### src/rtl/led_pattern_gen.sv
// rtl/led_pattern_gen.sv - prescaled LED pattern generator (up, down, bouncing scan, blink)
module led_pattern_gen #(
  parameter int WIDTH = 8,
  parameter int PS_W  = 27
) (
  input  logic             CLK,
  input  logic             RST,
  input  logic             EN,
  input  logic [PS_W-1:0]  DIV,
  input  logic [1:0]       MODE,
  output logic [WIDTH-1:0] OUT,
  output logic             TICK
);

  localparam logic [1:0] M_UP    = 2'b00;
  localparam logic [1:0] M_DOWN  = 2'b01;
  localparam logic [1:0] M_SCAN  = 2'b10;
  localparam logic [1:0] M_BLINK = 2'b11;

  logic [PS_W-1:0]  cnt_q, cnt_d;
  logic [WIDTH-1:0] out_q, out_d;
  logic             tick_q, tick_d;
  logic [1:0]       mode_q, mode_d;
  logic             dir_left_q, dir_left_d;

  logic [WIDTH-1:0] out_init;
  logic [WIDTH-1:0] out_next;
  logic             dir_next;

  always_comb begin
    case (MODE)
      M_DOWN:  out_init = '1;
      M_SCAN:  out_init = WIDTH'(1);
      default: out_init = '0;
    endcase
  end

  // Scan bounces off each end without repeating the endpoint; a single LED never moves.
  always_comb begin
    out_next = out_q;
    dir_next = dir_left_q;
    case (mode_q)
      M_UP:    out_next = out_q + WIDTH'(1);
      M_DOWN:  out_next = out_q - WIDTH'(1);
      M_BLINK: out_next = ~out_q;
      M_SCAN: begin
        if (WIDTH > 1) begin
          if (dir_left_q) begin
            if (out_q[WIDTH-1]) begin
              out_next = out_q >> 1;
              dir_next = 1'b0;
            end else begin
              out_next = out_q << 1;
            end
          end else begin
            if (out_q[0]) begin
              out_next = out_q << 1;
              dir_next = 1'b1;
            end else begin
              out_next = out_q >> 1;
            end
          end
        end
      end
      default: out_next = out_q;
    endcase
  end

  always_comb begin
    cnt_d      = cnt_q;
    out_d      = out_q;
    tick_d     = 1'b0;
    mode_d     = mode_q;
    dir_left_d = dir_left_q;
    if (MODE != mode_q) begin
      mode_d     = MODE;
      out_d      = out_init;
      cnt_d      = '0;
      dir_left_d = 1'b1;
    end else if (EN) begin
      // >= lets a lowered DIV terminate an over-long period on the next edge
      if (cnt_q >= DIV) begin
        cnt_d      = '0;
        tick_d     = 1'b1;
        out_d      = out_next;
        dir_left_d = dir_next;
      end else begin
        cnt_d = cnt_q + PS_W'(1);
      end
    end
  end

  always_ff @(posedge CLK) begin
    if (RST) begin
      cnt_q      <= '0;
      out_q      <= out_init;
      tick_q     <= 1'b0;
      mode_q     <= MODE;
      dir_left_q <= 1'b1;
    end else begin
      cnt_q      <= cnt_d;
      out_q      <= out_d;
      tick_q     <= tick_d;
      mode_q     <= mode_d;
      dir_left_q <= dir_left_d;
    end
  end

  assign OUT  = out_q;
  assign TICK = tick_q;

endmodule

### config.mk
export PLATFORM = sky130hd
export DESIGN_NAME = led_pattern_gen
export DESIGN_NICKNAME = d
export VERILOG_FILES = /design/src/rtl/led_pattern_gen.sv
export SDC_FILE = /design/constraint.sdc
export NUM_CORES = 1
export LEC_CHECK = 0
export BUFFER_PORTS_ARGS = -buffer_cell sky130_fd_sc_hd__buf_2
export CAP_MARGIN = 20
export CORE_ASPECT_RATIO = 0.6
export CORE_MARGIN = 1.5
export CORE_UTILIZATION = 43
export DETAILED_ROUTE_END_ITERATION = 10
export PLACE_DENSITY = 0.67
export SKIP_LAST_GASP = 1
export SLEW_MARGIN = 20
export SYNTH_ARGS = -nofsm -noshare
export SYNTH_HDL_FRONTEND = slang
export SYNTH_SLANG_ARGS = --single-unit
### constraint.sdc
create_clock -name CLK -period 7.25 [get_ports CLK]
set_input_delay 0.3625 -clock CLK [delete_from_list [all_inputs] [get_ports CLK]]
set_output_delay 0.3625 -clock CLK [all_outputs]
set_load 0.02 [all_outputs]
==> reports/metrics.cfg <==
[timing]
skew_ps = 4.76
fin_crit_sh = 0.440
tightestPinTransition_ps = 750
slew_headroom = 0.497
hold_viol_final = 0
setup_violations = 0
clock.fmax_mhz = 314
slew_violations = 0
setup_tns_ps = 0
fin_crit_ps = 3190
grt_setup_unrepaired = no

[clock_network]
numCtsBuffers = 5
cts_hold_buffers = 0
cts_buffer_depth = 2
clk_pin_slew_ps = 60
cts_setup_buffers = 0
clkLatencyLatePin_ps = 280
clock_sinks = 39
cts_tree = yes
htree_levels = 2
cts_resized = 0
cts-root-buf = clkbuf_16

[layout]
utilization = 0.510
finish.instance_area_um2 = 3430
instances_no_fill = 485
antenna_cells = 0
drive_gt1_frac = 0.148
syn_to_final_growth_pct = 13.8
n_fill_cell = 666
num-nets-final = 465

[synth]
yosysTopAreaCell = dfxtp_1
synth_top_family_by_area = simple AND/OR/NAND/NOR gates
synth_cells = 361
async_flop_share = 0
synth_nets = 429
yosys.area_share.simple = 0.230
synthFlopType = dfxtp_1
synth_compound_area_frac = 0.151
synth_area_leaders = dfxtp_1, ha_1, edfxtp_1, a21oi_1, nor3_1
synth_area_um2 = 3020
synth_xor_area_frac = 0.0726
synth-adder-area-share = 0.152
synth-seq-area-share = 0.292
synth_edf_count = 10
avgSynthCellArea_um2 = 8.35
synth_cell_types = 49
synth-seq-cells = 39
ys_warn_count = 0
synthMuxAreaShare = 0.0344
synth_top_area_share = 0.193

[floorplan]
die-width_um = 111
rows = 23
design.core.area_um2 = 6730
initial_utilization = 0.448
io_pins = 41
die_area_um2 = 7540
die_h_um = 67.9

[power]
power.density_nw_per_um2 = 180
ir_worst_vdd_uv = 82.4
total_power_w = 0.000617
leakage_nw = 1.49

[setup_path]
worstSetupStartpointType = flop
cp.required_ps = 7370
worstSetupPathType = reg2reg
end_kind = flop
cp_max_fo = 19
worstPathArrival_ps = 3310
r2r.worst_path.cells = 9

[outcome]
status = completed

[routing]
wire_per_inst_um = 14.2
dr_total_vias = 2649
drc = 0
wl_um = 6870
firstDrtPassIters = 4
avgViaCountPerCell = 5.46
ant_nets = 0
drt-initial-drc-count = 146

[job]
maxCapViolations = 0

[global_routing]
grt_overflow = 0
grt_max_degree = 37
grt_pass1_vias = 2246
grt_antenna_before_repair = 0
grt_util_all_layers = 0.187
grt_first_pass_wirelength_um = 11200

[placed_design]
dpl_cell_area_um2 = 3280
place_inst = 477
port_buffers = 40
gp_congestion = 0.830
dp_hpwl_um = 5290

[hold_path]
hold_class = in2reg
min_path_cells = 1

## critical path: stages (launching register included)
cell and delay, ps:
edfxtp_1 630, nand2b_1 280, inv_1 240, ha_1 320
a211oi_4 280, o21ai_2 100, a2111o_1 440, and3_1 180
or4_1 410, a41oi_2 140
## Yosys cell counts, types with 2 or more instances
master     n
a211oi_1   3
a21boi_0   2
a21o_1     2
a21oi_1   30
a31oi_1    4
and3_1     5
buf_2      3
clkbuf_1   8
dfxtp_1   29
edfxtp_1  10
ha_1      35
inv_1     38
mux2_2     3
mux2i_1    7
nand2_1   19
nand2b_1  13
nand3_1   16
nand4_1   16
nor2_1    17
nor2b_1    4
nor3_1    30
nor4_1     2
o211ai_1   5
o21ai_0    9
o22ai_1    3
o31a_1     2
xnor2_1   10
xor2_1    15
## final timing paths
check             from  slack (ps)        end
max          mode_q[1]        4060     OUT[7]
min            MODE[1]         300  mode_q[1]
max reg2reg  mode_q[1]        4060     OUT[7]
min reg2reg   cnt_q[0]         520   cnt_q[0]
## kinds of logic (layout without fill, tap and decap cells)
group | Yosys count | after routing
buf+inv | 51 | 88
xor+xnor | 25 | 25
fa+ha+maj | 36 | 36
mux | 10 | 10
flops | 39 | 39
compound gates | 70 | 70
simple gates | 130 | 130
## metrics by stage
step | setup slack (ps) | hold WS, ps
6_report | 4060 | 300
5_1_grt | 3820 | 298
4_1_cts | 4090 | 299
3_5_place_dp | 4110 | 525
3_3_place_gp | 4190 | 517
2_1_floorplan | 4490 | 461
## layout make-up
cell class                      instances  area [um2]  area share
Timing Repair Buffer                   41         208      0.0605
Clock buffer                            8         156      0.0456
Multi-Input combinational cell        271        1930       0.563
Inverter                               39         146      0.0427
Tap cell                               87         109      0.0317
Sequential cell                        39         881       0.257
## flip-flops by register name, summed over array words and instances (netlist names)
register and flops:
cnt_q 27, OUT 8, mode_q 2, TICK 1
dir_left_q 1
## cells in the final DEF, fill, tap and decap left out, types with 2 or more instances in the layout
cell type,instances
a21boi_0,2
inv_1,38
dfxtp_1,29
buf_2,40
a211oi_1,3
nand2_1,19
nor2b_1,4
ha_1,35
o21ai_0,9
xor2_1,15
a31oi_1,4
clkbuf_8,2
nand4_1,16
nand3_1,16
o22ai_1,3
xnor2_1,10
nor3_1,30
o211ai_1,5
and3_1,5
a21o_1,2
clkbuf_16,5
mux2_2,3
edfxtp_1,10
o31a_1,2
nand2b_1,13
a21oi_1,30
mux2i_1,7
nor4_1,2
nor2_1,17
## layer usage
layer | part of all wire | routed length, um | global-route usage | up-vias
li1 | - | - | - | 1362
met1 | 0.55 | 3780 | 0.290 | 1208
met2 | 0.39 | 2700 | 0.252 | 75
met3 | 0.053 | 365 | 0.0443 | 4
met4 | 0.0042 | 29 | 0.0491 | 0
met5 | 0 | 0 | 0 | -
## where the power goes
part           internal (W)  switching, W  total (W)
registers          0.000235     0.0000206   0.000256
clock network      0.000146     0.0000801   0.000226
logic             0.0000599     0.0000748   0.000135
Power figures use the tool's default switching activity.
